$ cat src/rtl/layer8_sched.sv
// Layer-8 sequencer: walks stages conv14..conv18, output-channel groups, pixels and taps for the shared MAC tree.
// Optional cycle counter port cycle_cnt is built when L8_CYCLE_CNT_EN is defined.
module layer8_sched #(
   parameter int IMG_W   = 8,
   parameter int ACC_LAT = 2,
   parameter int TAPS0   = 8,
   parameter int TAPS1   = 2,
   parameter int TAPS2   = 6,
   parameter int TAPS3   = 12,
   parameter int TAPS4   = 8,
   parameter int GRP0    = 2,
   parameter int GRP1    = 1,
   parameter int GRP2    = 2,
   parameter int GRP3    = 2,
   parameter int GRP4    = 4
) (
   input  logic        clk,
   input  logic        rst,
   input  logic        start,
   output logic [2:0]  u,
   output logic [1:0]  z,
   output logic [3:0]  w_addr,
   output logic [9:0]  rd_addr,
   output logic [9:0]  wr_addr,
   output logic [9:0]  skip_addr,
   output logic        acc_clr,
   output logic        padding,
   output logic        load,
   output logic        busy,
   output logic        done
`ifdef L8_CYCLE_CNT_EN
   ,
   output logic [19:0] cycle_cnt
`endif
);

   localparam int         PIX      = IMG_W * IMG_W;
   localparam logic [9:0] PIX_A    = 10'(PIX);
   localparam logic [9:0] IMG_A    = 10'(IMG_W);
   localparam logic [3:0] COL_LAST = 4'(IMG_W - 1);
   localparam logic [3:0] DRN_LAST = 4'(ACC_LAT - 1);

   localparam logic [1:0] S_IDLE  = 2'd0;
   localparam logic [1:0] S_RUN   = 2'd1;
   localparam logic [1:0] S_DRAIN = 2'd2;
   localparam logic [1:0] S_DONE  = 2'd3;

   logic [1:0] state;
   logic [2:0] u_q;
   logic [1:0] z_q;
   logic [3:0] t_q;
   logic [1:0] t3_q;
   logic [2:0] chunk_q;
   logic [9:0] p_q;
   logic [3:0] row_q;
   logic [3:0] col_q;
   logic [3:0] drain_q;

   logic [3:0] taps_cur;
   logic [2:0] grp_cur;
   logic       last_tap;
   logic       last_pix;
   logic       run;
   logic       pad;
   logic [9:0] src;
   logic [9:0] rd_raw;
   logic [9:0] wb_addr;

   logic [ACC_LAT-1:0] dl_vld;
   logic [9:0]         dl_addr [ACC_LAT];

   // NOTE: every always_comb output gets a default first, so no path leaves it unassigned and no latch is inferred.
   always_comb begin
      taps_cur = 4'(TAPS4);
      grp_cur  = 3'(GRP4);
      case (u_q)
         3'd0: begin taps_cur = 4'(TAPS0); grp_cur = 3'(GRP0); end
         3'd1: begin taps_cur = 4'(TAPS1); grp_cur = 3'(GRP1); end
         3'd2: begin taps_cur = 4'(TAPS2); grp_cur = 3'(GRP2); end
         3'd3: begin taps_cur = 4'(TAPS3); grp_cur = 3'(GRP3); end
         default: ;
      endcase
   end

   assign run      = (state == S_RUN);
   assign last_tap = (t_q == taps_cur - 4'd1);
   assign last_pix = (p_q == PIX_A - 10'd1);
   assign wb_addr  = {8'b0, z_q} * PIX_A + p_q;

   // Separable kernels: t%3 picks the neighbour (-1,0,+1) along the row (u=2) or column (u=3).
   always_comb begin
      pad = 1'b0;
      src = p_q;
      if (u_q == 3'd2 || u_q == 3'd3) begin
         if (t3_q == 2'd0) begin
            pad = (u_q == 3'd2) ? (col_q == 4'd0) : (row_q == 4'd0);
            src = (u_q == 3'd2) ? p_q - 10'd1 : p_q - IMG_A;
         end else if (t3_q == 2'd2) begin
            pad = (u_q == 3'd2) ? (col_q == COL_LAST) : (row_q == COL_LAST);
            src = (u_q == 3'd2) ? p_q + 10'd1 : p_q + IMG_A;
         end
         if (pad) src = p_q;
         rd_raw = {7'b0, chunk_q} * PIX_A + src;
      end else begin
         rd_raw = {6'b0, t_q} * PIX_A + p_q;
      end
   end

   // NOTE: sequential state uses non-blocking assignments only, so every flop samples pre-edge values.
   always_ff @(posedge clk or negedge rst) begin
      if (!rst) begin
         state   <= S_IDLE;
         u_q     <= '0;
         z_q     <= '0;
         t_q     <= '0;
         t3_q    <= '0;
         chunk_q <= '0;
         p_q     <= '0;
         row_q   <= '0;
         col_q   <= '0;
         drain_q <= '0;
      end else begin
         case (state)
            S_IDLE: begin
               if (start) begin
                  state   <= S_RUN;
                  u_q     <= '0;
                  z_q     <= '0;
                  t_q     <= '0;
                  t3_q    <= '0;
                  chunk_q <= '0;
                  p_q     <= '0;
                  row_q   <= '0;
                  col_q   <= '0;
                  drain_q <= '0;
               end
            end
            S_RUN: begin
               if (last_tap) begin
                  t_q     <= '0;
                  t3_q    <= '0;
                  chunk_q <= '0;
                  if (last_pix) begin
                     p_q   <= '0;
                     row_q <= '0;
                     col_q <= '0;
                     state <= S_DRAIN;
                  end else begin
                     p_q <= p_q + 10'd1;
                     if (col_q == COL_LAST) begin
                        col_q <= '0;
                        row_q <= row_q + 4'd1;
                     end else begin
                        col_q <= col_q + 4'd1;
                     end
                  end
               end else begin
                  t_q <= t_q + 4'd1;
                  if (t3_q == 2'd2) begin
                     t3_q    <= '0;
                     chunk_q <= chunk_q + 3'd1;
                  end else begin
                     t3_q <= t3_q + 2'd1;
                  end
               end
            end
            S_DRAIN: begin
               // u/z advance only after the group's last load has left the delay line.
               if (drain_q == DRN_LAST) begin
                  drain_q <= '0;
                  if ({1'b0, z_q} == grp_cur - 3'd1) begin
                     z_q <= '0;
                     if (u_q == 3'd4) begin
                        u_q   <= '0;
                        state <= S_DONE;
                     end else begin
                        u_q   <= u_q + 3'd1;
                        state <= S_RUN;
                     end
                  end else begin
                     z_q   <= z_q + 2'd1;
                     state <= S_RUN;
                  end
               end else begin
                  drain_q <= drain_q + 4'd1;
               end
            end
            default: state <= S_IDLE;
         endcase
      end
   end

   always_ff @(posedge clk or negedge rst) begin
      if (!rst) begin
         dl_vld <= '0;
      end else begin
         for (int i = ACC_LAT - 1; i > 0; i--) dl_vld[i] <= dl_vld[i-1];
         dl_vld[0] <= run && last_tap;
      end
   end

   // NOTE: the address delay line is storage without reset; its valid bits above gate every use of it.
   always_ff @(posedge clk) begin
      for (int i = ACC_LAT - 1; i > 0; i--) dl_addr[i] <= dl_addr[i-1];
      dl_addr[0] <= wb_addr;
   end

`ifdef L8_CYCLE_CNT_EN
   always_ff @(posedge clk or negedge rst) begin
      if (!rst) begin
         cycle_cnt <= '0;
      end else if (state == S_IDLE && start) begin
         cycle_cnt <= '0;
      end else if (busy && cycle_cnt != '1) begin
         cycle_cnt <= cycle_cnt + 20'd1;
      end
   end
`endif

   assign u         = u_q;
   assign z         = z_q;
   assign w_addr    = run ? t_q : '0;
   assign rd_addr   = run ? rd_raw : '0;
   assign acc_clr   = run && (t_q == 4'd0);
   assign padding   = run && pad;
   assign load      = dl_vld[ACC_LAT-1];
   assign wr_addr   = load ? dl_addr[ACC_LAT-1] : '0;
   assign skip_addr = (load && u_q == 3'd4) ? wr_addr : '0;
   assign busy      = run || (state == S_DRAIN);
   assign done      = (state == S_DONE);

endmodule

$ cat config.mk
export PLATFORM = sky130hd
export DESIGN_NAME = layer8_sched
export DESIGN_NICKNAME = d
export VERILOG_FILES = /design/src/rtl/layer8_sched.sv
export SDC_FILE = /design/constraint.sdc
export NUM_CORES = 1
export LEC_CHECK = 0
export ABC_AREA = 1
export CAP_MARGIN = 40
export CORE_MARGIN = 4
export CORE_UTILIZATION = 30
export CTS_CLUSTER_DIAMETER = 80
export CTS_CLUSTER_SIZE = 20
export DETAILED_ROUTE_END_ITERATION = 6
export PLACE_DENSITY = 0.45
export SLEW_MARGIN = 20
export SYNTH_ARGS = -nofsm -noshare
export SYNTH_HDL_FRONTEND = slang
export SYNTH_SLANG_ARGS = --single-unit
$ cat constraint.sdc
create_clock -name clk -period 7.9 [get_ports clk]
set_input_delay 1.58 -clock clk [delete_from_list [all_inputs] [get_ports clk]]
set_output_delay 1.58 -clock clk [all_outputs]
set_load 0.01 [all_outputs]
==> impl_metrics.ini, run 1 <==
[synth]
synth.largest_area_cell = dfrtp_1
avgSynthCellArea_sq_um = 7.64
synth_cell_types = 40
netlist.area_leader.share = 0.255
ys_top_cells_by_area = dfrtp_1, dfxtp_1, ha_1
synth_cells = 513
synthTopCellsByCount = nand2_1, inv_1, nor2_1
syn_nets = 550
ys_seq_area_frac = 0.358
ys.flop_type = dfrtp_1
yosysMostFrequentCell = nand2_1
synth_edf_count = 0
ys_ff_latch = 60
async_flop_share = 0.667
yosysWarnings = 0
synth_area_sq_mm = 0.00392

[sta]
slew_viol_final = 0
slew_headroom = 0.529
setup_tns_ns = 0
setup_viol = 0
rsz0062_at_grt = no
fmax_mhz = 178
finalCritPeriodShare = 0.710
post-route-min-period_ns = 5.61
worst_pin_slew_ns = 0.701
skew_ns = 0.00936
hold_violations = 0

[global_route]
track_usage = 0.150
antenna_found_initial = 0
grt-ovfl-total = 0
grt_max_degree = 29
first_global_vias = 3259
grt_pass1_wl_um = 17200

[power]
powerDensity_mw_per_mm2 = 304
leakagePower_nw = 2.20
clkPwrFrac = 0.271
comb_power_share = 0.445
ir_drop_uv = 141
swShare = 0.424
switchingPower_uw = 624
power_frac_seq = 0.284
p_int_uw = 849

[routing]
drc_errors = 0
dr.pass1.iters = 4
first_iter_violations = 184
via_count = 3405
wl_um = 10500
vias_per_cell = 4.62
wire_per_inst_um = 14.2
postRouteAntennaNets = 0

[floorplan]
dieArea_sq_mm = 0.0150
num_io_pins = 47
coreArea_sq_mm = 0.0127
initial_core_util = 0.308
fp.dieW_um = 122
die_h_um = 122
row_count = 41

[placed_design]
portBuffers = 46
dp_hpwl_um = 7970
gp_congestion = 0.873

[clock_network]
holdBufCountCts = 0
cts-buffers-inserted = 9
post_cts.repair.setup_buffers = 0
clkSinkCount = 60
ctsLongestPathBuffers = 2
cts_tree = built
clk_pin_slew_ns = 0.05
cts_resized = 0
cts_root_buffer = clkbuf_16
clock_latency_ns = 0.34
h-tree-depth = 3

[setup_path]
path_class = register to output pin
cp_max_fo = 11
cp.required_ns = 6.32
cp-end-kind = output pin
worstPathArrival_ns = 4.03
startpoint_type = register

[finish]
num_antenna_cells = 0
layout-drive-gt1-share = 0.0956
syn2layout_area_growth_pct = 23.8
final_util = 0.381
nets = 597

[job]
cap_violations = 0

[outcome]
status = complete, no violations

[worst_hold_path]
min_path_type = register to register
[logic make-up after synthesis]
kind of cell,synth area share
and+or+nand+nor,0.255
buffers and inverters,0.0996
AOI/OAI and AO/OA,0.126
DFF,0.358
adders and majority gates,0.114
xor gates and xnor gates,0.0469
[worst max-delay path: stages, from the launching register on]
cell,delay (ns)
dfrtp_1,0.43
inv_1,0.15
ha_1,0.20
inv_1,0.06
nor2_2,0.42
nand3_1,0.14
nand2_1,0.10
nand2_1,0.06
nand2_2,0.12
inv_2,0.08
o211ai_1,0.11
xor2_1,0.19
ha_1,0.18
inv_1,0.05
fa_1,0.37
xor2_1,0.18
a211oi_1,0.26
clkdlybuf4s50_1,0.60
[per-stage QoR]
step | setup slack (ns) | area (sq um) | std cells | total power [mW] | hold WS, ns
finish | 2.29 | 4850 | 737 | 1.47 | 0.321
global route | 1.98 | 4850 | 737 | 1.60 | 0.329
CTS | 2.26 | 4850 | 737 | 1.50 | 0.325
detailed placement | 2.65 | 4540 | 721 | 1.09 | 0.312
global placement | 2.76 | 4510 | 719 | 1.08 | 0.312
floorplan | 3.60 | 3920 | 513 | 0.897 | 0.310
[per-layer routing]
layer	wire, um	global-route usage	vias up
li1	-	-	1754
met1	4920	0.194	1586
met2	4940	0.247	55
met3	411	0.0323	10
met4	172	0.0567	0
met5	0	0	-
[state kept, by name (all words and copies together), names as in the netlist]
register	flops
chunk_q	3
col_q	4
dl_addr	20
dl_vld	2
drain_q	4
p_q	10
row_q	4
state	2
t3_q	2
t_q	4
u	3
z	2
[layout make-up]
cell class / count / area, sq um
clock buffers: 13 / 293
repair buffers: 48 / 490
fillers: 1368 / 7870
well taps: 172 / 215
inverters: 81 / 309
flip-flops and latches: 60 / 1400
multi-input cells: 360 / 2130
clock inverters: 3 / 15.0
[worst paths after layout]
kind                            depth (start not counted)     startpoint  slack (ns)             end
worst max-delay path                                   17           u[0]        2.29      rd_addr[8]
max in group asynchronous                               2            rst        6.26      drain_q[1]
worst max register to register                         13           u[0]        5.34          p_q[0]
min in group asynchronous                               1            rst        1.15          t_q[3]
worst min-delay path                                    0  dl_addr[0][3]        0.32  dl_addr[0][13]
worst min register to register                          0  dl_addr[0][3]        0.32  dl_addr[0][13]
[power by group through the flow]
stage | combinational, mW | clock, mW | sequential (mW)
after floorplan | 0.487 | 0 | 0.410
after global placement | 0.653 | 0 | 0.423
after detailed placement | 0.663 | 0 | 0.424
after CTS | 0.669 | 0.412 | 0.419
after global routing | 0.750 | 0.424 | 0.428
final | 0.656 | 0.399 | 0.418
[layout by cell type, fill, tap and decap left out, types with 4 or more instances in the layout]
cell type / n
xnor2_1: 4
nand2_2: 6
nand2_1: 80
nor2_2: 9
dfxtp_1: 20
clkbuf_16: 11
a21oi_1: 25
inv_2: 6
xor2_1: 17
nor3_1: 12
inv_1: 74
o21ai_1: 10
nand3_1: 34
clkdlybuf4s50_1: 45
dfrtp_1: 40
nor2_1: 63
nand4_1: 9
ha_1: 31
o21ai_0: 29
o22ai_2: 4
No activity file was read; power rests on OpenSTA's default activity.
==> run 2, diff against run 1 <==
clock period = 5.65 ns   (was 7.9 ns; I/O delays follow)
==> impl_metrics.ini, run 2 (same netlist as run 1, synthesis figures left out) <==
[outcome]
status = complete, no violations

[routing]
dr.pass1.iters = 4
vias_per_cell = 4.64
via_count = 3432
first_iter_violations = 210
postRouteAntennaNets = 0
drc_errors = 0
wire_per_inst_um = 14.3
wl_um = 10500

[finish]
syn2layout_area_growth_pct = 24.6
regMostFlops = dl_addr
final_util = 0.384
most-common-layout-cells = nand2_1, inv_1, nor2_1, clkdlybuf4s50_1, dfrtp_1
final_cell_count_no_fill = 739
num_antenna_cells = 0
largest_reg_flops = 20
finalInstanceArea_sq_mm = 0.00488
final_common_cell = nand2_1
nets = 599
fill_cells = 1372
layout-drive-gt1-share = 0.0970
reg_top3 = dl_addr x20, p_q x10

[setup_path]
cp-end-kind = output pin
path_class = register to output pin
cp.required_ns = 4.52
worstPathArrival_ns = 3.76
startpoint_type = register
cp_max_fo = 11

[placed_design]
place_ws_ns = 1.11
portBuffers = 46
gp_congestion = 0.838
dpl_cell_area_sq_mm = 0.00457
dp_hpwl_um = 8080
dp_cells = 723

[global_route]
grt_max_degree = 27
antenna_found_initial = 0
first_global_vias = 3298
grt_pass1_wl_um = 17200
track_usage = 0.151
grt-ovfl-total = 0

[sta]
post-route-min-period_ns = 4.89
slew_headroom = 0.585
fmax_mhz = 204
skew_ns = 0.00839
hold_violations = 0
holdWs_ns = 0.320
setup_ws_ns = 0.758
setup_viol = 0
setup_tns_ns = 0
rsz0062_at_grt = no
slew_viol_final = 0
finalCritPeriodShare = 0.866
worst_pin_slew_ns = 0.617

[power]
switchingPower_uw = 863
power_frac_seq = 0.285
leakagePower_nw = 2.22
clkPwrFrac = 0.272
swShare = 0.420
power_mw = 2.06
powerDensity_mw_per_mm2 = 421
comb_power_share = 0.443
ir_drop_uv = 167
p_int_mw = 1.19

[clock_network]
cts-buffers-inserted = 9
ctsLongestPathBuffers = 2
cts_resized = 0
clkSinkCount = 60
post_cts.repair.setup_buffers = 0
cts_tree = built
clock_latency_ns = 0.34
clk_pin_slew_ns = 0.05
cts_root_buffer = clkbuf_16
h-tree-depth = 3
holdBufCountCts = 0

[worst_hold_path]
min_path_type = register to register

[job]
cap_violations = 0

[floorplan]
die_h_um = 122
fp.dieW_um = 122
num_io_pins = 47
row_count = 41
coreArea_sq_mm = 0.0127
dieArea_sq_mm = 0.0150
initial_core_util = 0.308
run 2: cell count changes in the layout (fill, tap and decap cells not counted), sizes merged:
| cell | previous run | this run |
|---|---|---|
| buf | 3 | 5 |
| clkbuf | 13 | 16 |
| clkinv | 3 | 0 |
run 2: path summary, 6_finish.rpt:
path / from / end / slack [ns] / depth (start not counted)
setup / recovery: u[0] / rd_addr[8] / 0.76 / 18
hold / removal: dl_addr[0][7] / dl_addr[0][17] / 0.32 / 0
setup reg to reg: u[0] / p_q[0] / 3.33 / 14
hold reg to reg: dl_addr[0][7] / dl_addr[0][17] / 0.32 / 0
max in group asynchronous: rst / col_q[1] / 4.57 / 3
min in group asynchronous: rst / dl_vld[1] / 0.73 / 2
run 2: cell type report:
class	count	area, sq um	share of cell area
flip-flops and latches	60	1400	0.287
well taps	172	215	0.0441
multi-input cells	360	2130	0.436
repair buffers	50	518	0.106
clock buffers	16	313	0.0641
inverters	81	309	0.0633
run 2: power groups by stage:
stage / registers [mW] / clock network, mW / logic [mW]
2_1_floorplan: 0.573 / 0 / 0.681
3_3_place_gp: 0.591 / 0 / 0.916
3_5_place_dp: 0.594 / 0 / 0.922
4_1_cts: 0.586 / 0.580 / 0.927
5_1_grt: 0.598 / 0.597 / 1.03
6_report: 0.586 / 0.560 / 0.911
run 2: critical path, stage by stage (launching register included):
cell             delay (ns)
dfrtp_1                0.42
inv_1                  0.14
ha_1                   0.19
inv_1                  0.05
nor2_2                 0.07
buf_4                  0.19
nand3_1                0.09
nand2_1                0.08
nand2_1                0.06
nand2_2                0.13
inv_2                  0.08
o211ai_1               0.11
xor2_1                 0.18
ha_1                   0.18
inv_1                  0.05
fa_1                   0.37
xor2_1                 0.17
a211oi_1               0.26
clkdlybuf4s50_1        0.59
run 2: layer usage:
metal  vias to the layer above  wire length, um  global-route usage
met5                         -                0                   0
met4                         0              195              0.0469
met2                        75             5050               0.252
met3                        13              479              0.0433
met1                      1592             4810               0.188
li1                       1752                -                   -
==> run 3, diff against run 2 <==
HOLD_SLACK_MARGIN = 0.12   (was unset)
==> results of run 3 <==
No change in the layout: final DEF, timing and power equal those of run 2.
